$ cat config.mk
export PLATFORM = sky130hd
export DESIGN_NAME = gpio_port_ctrl
export DESIGN_NICKNAME = d
export VERILOG_FILES = /design/src/rtl/gpio_ctrl_pkg.sv /design/src/rtl/gpio_debounce.sv /design/src/rtl/gpio_port_ctrl.sv
export SDC_FILE = /design/constraint.sdc
export NUM_CORES = 1
export LEC_CHECK = 0
export CAP_MARGIN = 20
export CORE_MARGIN = 2
export CORE_UTILIZATION = 43
export CTS_BUF_LIST = sky130_fd_sc_hd__clkbuf_2
export DETAILED_ROUTE_END_ITERATION = 12
export PLACE_DENSITY = 0.82
export SLEW_MARGIN = 5
export SYNTH_ARGS = -nofsm -noshare
export SYNTH_HDL_FRONTEND = slang
export SYNTH_SLANG_ARGS = --single-unit
$ cat constraint.sdc
create_clock -name clk -period 3.6 [get_ports clk]
set_input_delay 0.54 -clock clk [delete_from_list [all_inputs] [get_ports clk]]
set_output_delay 0.54 -clock clk [all_outputs]
set_load 0.05 [all_outputs]
$ cat src/rtl/gpio_ctrl_pkg.sv
// Shared definitions for the GPIO port controller: register offsets, register select
// enum and the address-offset decoder.
package gpio_ctrl_pkg;

  localparam int unsigned GPIO_PORT_W = 8;

  localparam logic [4:0] OFS_DIR  = 5'h00;
  localparam logic [4:0] OFS_OUT  = 5'h04;
  localparam logic [4:0] OFS_IN   = 5'h08;
  localparam logic [4:0] OFS_IEN  = 5'h0C;
  localparam logic [4:0] OFS_PEND = 5'h10;

  typedef enum logic [2:0] {
    RegNone,
    RegDir,
    RegOut,
    RegIn,
    RegIen,
    RegPend
  } gpio_reg_e;

  // Misaligned offsets fall through to RegNone because every register sits on a word.
  function automatic gpio_reg_e gpio_decode(input logic [4:0] ofs);
    gpio_reg_e sel;
    case (ofs)
      OFS_DIR:  sel = RegDir;
      OFS_OUT:  sel = RegOut;
      OFS_IN:   sel = RegIn;
      OFS_IEN:  sel = RegIen;
      OFS_PEND: sel = RegPend;
      default:  sel = RegNone;
    endcase
    return sel;
  endfunction

endpackage

$ cat src/rtl/gpio_debounce.sv
// Single-bit debounce filter: the filtered value follows din only after din has differed
// from it for DEB_CYCLES consecutive clocks.
module gpio_debounce
  import gpio_ctrl_pkg::*;
#(
  parameter int unsigned DEB_CYCLES = 4
) (
  input  logic clk,
  input  logic rst,
  input  logic din,
  output logic filt,
  output logic filt_nxt
);

  localparam int unsigned CntW = $clog2(DEB_CYCLES + 1);

  logic [CntW-1:0] cnt_q, cnt_d;
  logic            filt_q, filt_d;

  always_comb begin
    cnt_d  = '0;
    filt_d = filt_q;
    if (din != filt_q) begin
      if (cnt_q == CntW'(DEB_CYCLES - 1)) begin
        filt_d = din;
      end else begin
        cnt_d = cnt_q + 1'b1;
      end
    end
  end

  always_ff @(posedge clk or negedge rst) begin
    if (!rst) begin
      cnt_q  <= '0;
      filt_q <= 1'b0;
    end else begin
      cnt_q  <= cnt_d;
      filt_q <= filt_d;
    end
  end

  assign filt     = filt_q;
  assign filt_nxt = filt_d;

endmodule

$ cat src/rtl/gpio_port_ctrl.sv
// Memory-mapped GPIO port controller: register bank, input synchroniser, rising-edge IRQ.
// Optional per-pin input debounce is built when GPIO_DEBOUNCE_EN is defined.
module gpio_port_ctrl
  import gpio_ctrl_pkg::*;
#(
  parameter int unsigned          BIT_WIDTH  = 32,
  parameter int unsigned          PORT_W     = GPIO_PORT_W,
  parameter logic [BIT_WIDTH-1:0] BASE_ADDR  = 32'h1001_0020,
  parameter int unsigned          DEB_CYCLES = 4
) (
  input  logic                 clk,
  input  logic                 rst,
  input  logic [BIT_WIDTH-1:0] Address,
  input  logic [BIT_WIDTH-1:0] Data,
  input  logic                 MemWrite,
  input  logic                 MemRead,
  output logic [BIT_WIDTH-1:0] ReadData,
  input  logic [PORT_W-1:0]    GPIO_PORT_IN,
  output logic [PORT_W-1:0]    GPIO_PORT_OUT,
  output logic [PORT_W-1:0]    GPIO_OE,
  output logic                 IRQ
);

  logic [BIT_WIDTH-1:0] ofs;
  gpio_reg_e            sel;
  logic [PORT_W-1:0]    wdata;
  logic [PORT_W-1:0]    rd_val;

  logic [PORT_W-1:0] dir_q, dir_d;
  logic [PORT_W-1:0] out_q, out_d;
  logic [PORT_W-1:0] ien_q, ien_d;
  logic [PORT_W-1:0] pend_q, pend_d;
  logic [PORT_W-1:0] s1_q, s2_q;
  logic [PORT_W-1:0] filt, filt_nxt, rise;

  logic unused_data;
  assign unused_data = ^Data[BIT_WIDTH-1:PORT_W];

  // Address decode
  assign ofs   = Address - BASE_ADDR;
  assign sel   = (ofs[BIT_WIDTH-1:5] == '0) ? gpio_decode(ofs[4:0]) : RegNone;
  assign wdata = Data[PORT_W-1:0];

  // Input synchroniser
  always_ff @(posedge clk or negedge rst) begin
    if (!rst) begin
      s1_q <= '0;
      s2_q <= '0;
    end else begin
      s1_q <= GPIO_PORT_IN;
      s2_q <= s1_q;
    end
  end

`ifdef GPIO_DEBOUNCE_EN
  for (genvar i = 0; i < PORT_W; i++) begin : g_deb
    gpio_debounce #(
      .DEB_CYCLES(DEB_CYCLES)
    ) u_deb (
      .clk     (clk),
      .rst     (rst),
      .din     (s2_q[i]),
      .filt    (filt[i]),
      .filt_nxt(filt_nxt[i])
    );
  end
`else
  logic unused_deb;
  assign unused_deb = (DEB_CYCLES == 0);
  assign filt       = s2_q;
  assign filt_nxt   = s1_q;
`endif

  // Detect on the next filtered value so PEND sets on the same edge IN changes.
  assign rise = filt_nxt & ~filt;

  always_comb begin
    dir_d  = dir_q;
    out_d  = out_q;
    ien_d  = ien_q;
    pend_d = pend_q;
    if (MemWrite) begin
      case (sel)
        RegDir:  dir_d  = wdata;
        RegOut:  out_d  = wdata;
        RegIen:  ien_d  = wdata;
        RegPend: pend_d = pend_q & ~wdata;
        default: ;
      endcase
    end
    pend_d = pend_d | rise;
  end

  always_ff @(posedge clk or negedge rst) begin
    if (!rst) begin
      dir_q  <= '0;
      out_q  <= '0;
      ien_q  <= '0;
      pend_q <= '0;
    end else begin
      dir_q  <= dir_d;
      out_q  <= out_d;
      ien_q  <= ien_d;
      pend_q <= pend_d;
    end
  end

  always_comb begin
    rd_val = '0;
    if (MemRead) begin
      case (sel)
        RegDir:  rd_val = dir_q;
        RegOut:  rd_val = out_q;
        RegIn:   rd_val = filt;
        RegIen:  rd_val = ien_q;
        RegPend: rd_val = pend_q;
        default: rd_val = '0;
      endcase
    end
  end

  assign ReadData      = {{(BIT_WIDTH - PORT_W){1'b0}}, rd_val};
  assign GPIO_PORT_OUT = out_q;
  assign GPIO_OE       = dir_q;
  assign IRQ           = |(pend_q & ien_q);

endmodule

==> flow_metrics.tcl, run 1 <==
set metrics [dict create \
    status "completed" \
    place_ws_ns 0.0242 \
    required_ns 3.06 \
    fin_crit_ns 3.46 \
    cts-root-buf "clkbuf_2" \
    final_cell_mix "66 x clkdlybuf4s50_1, 48 x dfrtp_1, 24 x conb_1, 23 x mux2_2, 15 x buf_4" \
    powerDensity_nw_per_um2 275 \
    drive_gt1_share_pct 21.8 \
    antenna_found_initial 0 \
    drt_iter0_drc 140 \
    critPathCaptureType "output port" \
    dpl_cell_area_um2 3610 \
    fin_crit_sh_pct 96.2 \
    die_w_um 82.8 \
    fmax_mhz 289 \
    route.detailed.drc 0 \
    setup-tns-final_ns 0 \
    synth_flop_cell "dfrtp_1" \
    cts_setup_buffers 0 \
    placed_cells 400 \
    grt_pass1_wl_um 10800 \
    fin_area_um2 3740 \
    place_congestion 0.846 \
    worst_setup_path_start_kind "input pin" \
    async_reset_ff_share_pct 100 \
    finalSetupViolCount 0 \
    worstMarginPinSlew_ns 0.787 \
    postRouteAntennaNets 0 \
    nNetsFinal 410 \
    min_path_type "flip-flop to flip-flop" \
    cts_tree "built" \
    p_leak_nw 1.57 \
    ir_drop_mv 0.218 \
    layout_commonest_cell "clkdlybuf4s50_1" \
    htree_levels 2 \
    fin_util_pct 62.8 \
    dr.pass1.iters 4 \
    drt-total-wl_um 6710 \
    dieHeight_um 82.8 \
    synth_area_um2 2670 \
    fillers 485 \
    maxCapViolCount 0 \
    start_util_pct 44.8 \
    syn_area_per_cell_um2 11.0 \
    core_area_um2 5960 \
    synthCells 243 \
    grt_overflow 0 \
    pin_count 125 \
    crit_arrival_ns 2.92 \
    ys_warn_count 0 \
    io_buffers 76 \
    die_area_um2 6850 \
    clkLatencyLatePin_ns 0.40 \
    wire_per_inst_um 16.4 \
    cts.sinks 48 \
    fin_ws_ns 0.137 \
    p_total_mw 1.03 \
    criticalPathCategory "input pin to output port" \
    grt_start_max_net_pins 49 \
    path_clk_slew_ns 0.20 \
    vias_per_cell 5.69 \
    ys_seq_area_share_pct 45.0 \
    numCtsBuffers 5 \
    finalMaxSlewViolations 0 \
    grt_pass1_vias 2305 \
    std_cell_rows 28 \
    final_cells 410 \
    antennaDiodeCount 0 \
    slew-limit-headroom_pct 47.3 \
    hold_viol 0 \
    grt_usage_pct 20.8 \
    clk_path_buf_depth 2 \
    skew_ns 0.0101 \
    path_max_fanout 5 \
    yosysUniqueCellTypes 45 \
    whs_ns 0.402 \
    dr_total_vias 2331 \
    synth_seq_cells 48 \
    synth_edf_count 0 \
    dp_hpwl_um 4990 \
    area_growth_syn_to_layout_pct 40.1 \
]
sequential cells by signal (all words and copies together), names as in the netlist:
| register | count |
|---|---|
| filt_nxt | 8 |
| pend_q | 8 |
| filt | 8 |
| GPIO_OE | 8 |
| GPIO_PORT_OUT | 8 |
| ien_q | 8 |
per-layer routing:
metal | track usage (%) | share of wire (%) | vias to the layer above
li1 | - | - | 1067
met1 | 26.7 | 41 | 1143
met2 | 35.3 | 50 | 101
met3 | 4.11 | 6.5 | 20
met4 | 6.72 | 2.5 | 0
met5 | 0 | 0 | -
power by group:
part / switching (mW) / leakage, nW / total [mW] / internal (mW)
sequential: 0.00430 / 0.592 / 0.553 / 0.549
combinational: 0.129 / 0.936 / 0.204 / 0.0751
clock: 0.159 / 0.0380 / 0.272 / 0.113
synth_stat cells, types with 10 or more instances:
cell,n,area (µm²)
mux2_2,23,259
dfrtp_1,48,1200
inv_1,12,45.0
nand3_1,12,60.1
nand4_1,10,62.6
o21ai_0,11,55.1
a22oi_1,12,90.1
buf_4,24,180
nand2_1,11,41.3
logic make-up (layout without fill, tap and decap cells):
group | after synthesis | in the layout | share of synthesized area [%]
other | 1 | 24 | 0.141
xor gates and xnor gates | 1 | 1 | 0.328
muxes | 25 | 25 | 10.5
and+or+nand+nor | 69 | 69 | 18.0
buffers and inverters | 45 | 114 | 10.0
DFF | 48 | 48 | 45.0
AOI/OAI and AO/OA | 54 | 54 | 16.0
cell type report:
| type | count | area, µm² | area share, % |
|---|---|---|---|
| multi-input cells | 173 | 1340 | 35.7 |
| flip-flops and latches | 48 | 1200 | 32.1 |
| repair buffers | 94 | 1000 | 26.8 |
| well taps | 75 | 93.8 | 2.51 |
| inverters | 12 | 45.0 | 1.20 |
| clock inverters | 3 | 37.5 | 1.00 |
| clock buffers | 5 | 25.0 | 0.669 |
path summary, 6_finish.rpt:
kind | from | end | slack (ns) | cells past startpoint
max | Address[20] | ReadData[1] | 0.14 | 9
min in group asynchronous | rst | filt_nxt[4]$_DFF_PN0_ | 0.45 | 2
max reg2reg | GPIO_PORT_OUT[2]$_DFFE_PN0P_ | GPIO_PORT_OUT[2]$_DFFE_PN0P_ | 2.78 | 1
min reg2reg | filt_nxt[5]$_DFF_PN0_ | filt[5]$_DFF_PN0_ | 0.40 | 0
min | filt_nxt[5]$_DFF_PN0_ | filt[5]$_DFF_PN0_ | 0.40 | 0
max in group asynchronous | rst | ien_q[7]$_DFFE_PN0P_ | 2.67 | 3
repair_timing:
| action | 4_1_cts | 5_1_grt |
|---|---|---|
| hold buffers | 0 | 1 |
| endpoints found under the hold margin | 0 | 7 |
| resized for setup | 0 | 7 |
| setup endpoints to repair | 0 | 8 |
critical path, cell delays in order:
cell             delay (ns)
clkdlybuf4s50_1        0.47
nor4_4                 0.35
nand3_1                0.19
nor4b_4                0.29
a31oi_1                0.17
nor4b_2                0.33
buf_4                  0.20
and3_1                 0.22
buf_12                 0.15
Power figures use the tool's default switching activity.
==> run 2: changes to the inputs <==
--- a/config.mk
+++ b/config.mk
@@ -10,6 +10,7 @@
 export CORE_UTILIZATION = 43
 export CTS_BUF_LIST = sky130_fd_sc_hd__clkbuf_2
 export DETAILED_ROUTE_END_ITERATION = 12
+export GPL_TIMING_DRIVEN = 0
 export PLACE_DENSITY = 0.82
 export SLEW_MARGIN = 5
 export SYNTH_ARGS = -nofsm -noshare
==> flow_metrics.tcl, run 2 (synthesized netlist as in run 1, its figures left out) <==
set metrics [dict create \
    status "completed" \
    fin_crit_sh_pct 98.0 \
    finalMaxSlewViolations 0 \
    grt_pass1_vias 2352 \
    fin_area_um2 4020 \
    drt_iter0_drc 176 \
    drive_gt1_share_pct 31.3 \
    dpl_cell_area_um2 3640 \
    place_congestion 0.801 \
    grt_usage_pct 22.7 \
    min_delay_worst_endpoint "filt[4]$_DFF_PN0_" \
    max_stage_delay_ns 0.53 \
    whs_path_depth 0 \
    route.detailed.drc 0 \
    crit_chain "clkdlybuf4s50_1 > nor4b_4 > a21boi_1 > or3_1 > o211ai_1 > buf_6 > nor4b_4 > buf_6 > and3_4 > buf_8" \
    clkLatencyLatePin_ns 0.40 \
    hold_viol 0 \
    ir_drop_mv 0.272 \
    fmax_mhz 284 \
    io_buffers 76 \
    p_leak_nw 1.75 \
    final_cell_mix "60 x clkdlybuf4s50_1, 48 x dfrtp_1, 39 x buf_4, 24 x conb_1, 23 x mux2_2" \
    worstMarginPinSlew_ns 0.812 \
    min_path_type "flip-flop to flip-flop" \
    clk_path_buf_depth 2 \
    grt_pass1_wl_um 11800 \
    grt_start_max_net_pins 38 \
    path_max_fanout 8 \
    wire_per_inst_um 17.0 \
    skew_ns 0.0154 \
    start_util_pct 44.8 \
    cts-root-buf "clkbuf_2" \
    htree_levels 2 \
    path_clk_slew_ns 0.21 \
    core_area_um2 5960 \
    crit_slowest_cell "clkdlybuf4s50_1" \
    fin_util_pct 67.5 \
    powerDensity_nw_per_um2 250 \
    layout_commonest_cell "clkdlybuf4s50_1" \
    drt-total-wl_um 7520 \
    fillers 487 \
    antennaDiodeCount 0 \
    worstHoldStart "filt_nxt[4]$_DFF_PN0_" \
    worst_setup_path_start_kind "input pin" \
    cts.sinks 48 \
    dr_total_vias 2429 \
    dieHeight_um 82.8 \
    reg2reg_depth 1 \
    die_w_um 82.8 \
    crit_arrival_ns 2.99 \
    fin_crit_ns 3.53 \
    antenna_found_initial 0 \
    criticalPathCategory "input pin to output port" \
    die_area_um2 6850 \
    critPathCaptureType "output port" \
    nNetsFinal 443 \
    required_ns 3.06 \
    finalSetupViolCount 0 \
    std_cell_rows 28 \
    grt_overflow 0 \
    slew-limit-headroom_pct 45.7 \
    r2r-end "GPIO_PORT_OUT[2]$_DFFE_PN0P_" \
    numCtsBuffers 5 \
    p_total_mw 1.00 \
    pin_count 125 \
    area_growth_syn_to_layout_pct 50.5 \
    maxCapViolCount 0 \
    postRouteAntennaNets 0 \
    vias_per_cell 5.48 \
    worstReg2RegStart "GPIO_PORT_OUT[2]$_DFFE_PN0P_" \
    dp_hpwl_um 5060 \
    crit_start "Address[14]" \
    dr.pass1.iters 5 \
    cts_tree "built" \
    ff2ff_setup_slack_ns 2.78 \
]
run 2: worst max-delay path, delay by kind of cell:
kind / cells / cell delay (ns)
buffers and inverters: 4 / 1.03
AOI/OAI and AO/OA: 2 / 0.40
and+or+nand+nor: 4 / 1.02
run 2: power by group:
group          internal, mW  leakage, nW  switching (mW)
clock                0.0485       0.0266           0.158
sequential            0.549        0.592         0.00462
combinational         0.101         1.13           0.143
total                 0.699         1.75           0.305
run 2: per-layer routing:
metal	up-vias	share of wire (%)	global-route usage (%)
li1	1138	-	-
met5	-	0	0
met3	11	8.6	3.57
met2	122	51	39.2
met1	1158	39	30.1
met4	0	1.4	5.41
run 2: worst max path at each step:
stage,end,slack [ns],depth (start not counted)
after detailed placement,ReadData[7],-1.35,9
after global placement,ReadData[1],-1.27,9
after CTS,ReadData[1],-0.0008,11
after global routing,ReadData[1],-0.04,10
after floorplan,ReadData[0],0.36,7
final,ReadData[1],0.07,10
run 2: final cells by class:
type	instances	area, µm²	area share, %
flip-flops and latches	48	1200	29.9
multi-input cells	173	1460	36.4
repair buffers	94	933	23.2
clock buffers	6	30.0	0.747
clock inverters	2	11.3	0.280
well taps	75	93.8	2.34
plain buffers	33	241	6.01
inverters	12	45.0	1.12
run 2: what timing repair did:
action,CTS,global route
resized for setup,72,26
setup buffers,9,6
endpoints found under the hold margin,11,0
pin swaps,8,12
hold buffers,1,0
endpoints found under the setup margin,8,8
run 2: metrics by stage:
step / hold slack, ns / setup TNS, ns / setup slack (ns) / instances
finish: 0.405 / 0 / 0.0727 / 443
global route: 0.417 / -0.256 / -0.0440 / 443
CTS: 0.405 / -0.000777 / -0.000777 / 437
detailed placement: 0.363 / -13.50 / -1.35 / 419
global placement: 0.359 / -13.22 / -1.27 / 417
floorplan: 0.244 / 0 / 0.364 / 266
==> run 3: changes to the inputs <==
--- a/config.mk
+++ b/config.mk
@@ -12,7 +12,7 @@
 export DETAILED_ROUTE_END_ITERATION = 12
 export GPL_TIMING_DRIVEN = 0
 export PLACE_DENSITY = 0.82
-export SLEW_MARGIN = 5
+export SLEW_MARGIN = 10
 export SYNTH_ARGS = -nofsm -noshare
 export SYNTH_HDL_FRONTEND = slang
 export SYNTH_SLANG_ARGS = --single-unit
==> flow_metrics.tcl, run 3 (synthesized netlist as in run 1, its figures left out) <==
set metrics [dict create \
    critPathCaptureType "output port" \
    finalMaxSlewViolations 0 \
    fin_ws_ns 0.0880 \
    fin_util_pct 68.1 \
    pin_count 125 \
    final_cell_mix "60 x clkdlybuf4s50_1, 48 x dfrtp_1, 42 x buf_4, 24 x conb_1, 23 x mux2_2" \
    grt_start_max_net_pins 38 \
    powerDensity_nw_per_um2 262 \
    crit_start "Address[13]" \
    drt_iter0_drc 169 \
    path_clk_slew_ns 0.19 \
    criticalPathCategory "input pin to output port" \
    numCtsBuffers 5 \
    antennaDiodeCount 0 \
    status "completed" \
    drt-total-wl_um 7500 \
    die_w_um 82.8 \
    wire_per_inst_um 16.9 \
    dr.pass1.iters 5 \
    grt_overflow 0 \
    required_ns 3.06 \
    place_congestion 0.801 \
    antenna_found_initial 0 \
    drive_gt1_share_pct 31.4 \
    worstHoldStart "filt_nxt[4]$_DFF_PN0_" \
    fin_crit_ns 3.51 \
    worst_setup_path_start_kind "input pin" \
    fmax_mhz 285 \
    skew_ns 0.0232 \
    worstMarginPinSlew_ns 0.853 \
    grt_pass1_vias 2368 \
    fin_crit_sh_pct 97.6 \
    area_growth_syn_to_layout_pct 51.9 \
    grt_usage_pct 22.8 \
    grt_pass1_wl_um 11700 \
    io_buffers 76 \
    min_path_type "flip-flop to flip-flop" \
    maxCapViolCount 0 \
    postRouteAntennaNets 0 \
    clkLatencyLatePin_ns 0.42 \
    finalSetupViolCount 0 \
    cts.sinks 48 \
    place_ws_ns -1.34 \
    die_area_um2 6850 \
    p_leak_nw 1.77 \
    nNetsFinal 446 \
    layout_commonest_cell "clkdlybuf4s50_1" \
    fillers 462 \
    htree_levels 2 \
    dieHeight_um 82.8 \
    worstReg2RegStart "GPIO_PORT_OUT[0]$_DFFE_PN0P_" \
    whs_ns 0.401 \
    core_area_um2 5960 \
    cts_tree "built" \
    dp_hpwl_um 5050 \
    clk_path_buf_depth 2 \
    dr_total_vias 2478 \
    setup-tns-final_ns 0 \
    hold_viol 0 \
    slew-limit-headroom_pct 43.0 \
    cts-root-buf "clkbuf_2" \
    crit_arrival_ns 2.97 \
    path_max_fanout 6 \
    ir_drop_mv 0.265 \
    start_util_pct 44.8 \
    std_cell_rows 28 \
    route.detailed.drc 0 \
    p_total_mw 1.06 \
    vias_per_cell 5.58 \
]
==> run 3: worst max-delay path: stages <==
cell and delay (ns):
clkdlybuf4s50_1 0.52, nor4_4 0.34, nand2_1 0.13, nor4_4 0.31, o2111ai_2 0.20, buf_6 0.17
nor4b_4 0.24, buf_6 0.17, and3_4 0.19, buf_8 0.14
==> run 3: per-layer routing <==
metal / track usage [%] / vias to the layer above / wire length [µm]
li1: - / 1138 / -
met1: 28.9 / 1203 / 2990
met2: 41.0 / 127 / 3850
met3: 3.57 / 10 / 565
met4: 5.08 / 0 / 89
met5: 0 / - / 0
==> run 3: what timing repair did <==
item	4_1_cts	5_1_grt
endpoints found under the setup margin	8	8
hold buffers	1	0
setup buffers	8	10
endpoints found under the hold margin	11	0
resized for setup	73	26
pin swaps	6	12
==> run 3: stage by stage <==
step / cell area [µm²] / instances
after floorplan: 2760 / 266
after global placement: 3610 / 417
after detailed placement: 3640 / 419
after CTS: 3850 / 434
after global routing: 4050 / 444
final: 4050 / 444
==> run 3: where the power goes <==
| group | internal (mW) | switching, mW |
|---|---|---|
| clock network | 0.110 | 0.154 |
| logic | 0.102 | 0.143 |
| registers | 0.549 | 0.00464 |
| total | 0.761 | 0.302 |
==> run 3: final timing paths <==
kind	endpoint	slack, ns	cells past startpoint
min reg2reg	filt[4]$_DFF_PN0_	0.40	0
max reg2reg	GPIO_PORT_OUT[0]$_DFFE_PN0P_	2.78	1
min	filt[4]$_DFF_PN0_	0.40	0
min in group asynchronous	GPIO_OE[4]$_DFFE_PN0P_	0.49	2
max	ReadData[5]	0.09	10
max in group asynchronous	pend_q[1]$_DFF_PN0_	2.60	3
==> run 3: layout make-up <==
cell class	count	area, µm²	share of cell area [%]
Inverter	12	45.0	1.11
Timing Repair Buffer	97	965	23.8
Clock buffer	5	25.0	0.617
Multi-Input combinational cell	173	1460	35.9
Sequential cell	48	1200	29.6
Tap cell	75	93.8	2.31
Buffer	33	238	5.86
Clock inverter	1	30.0	0.741
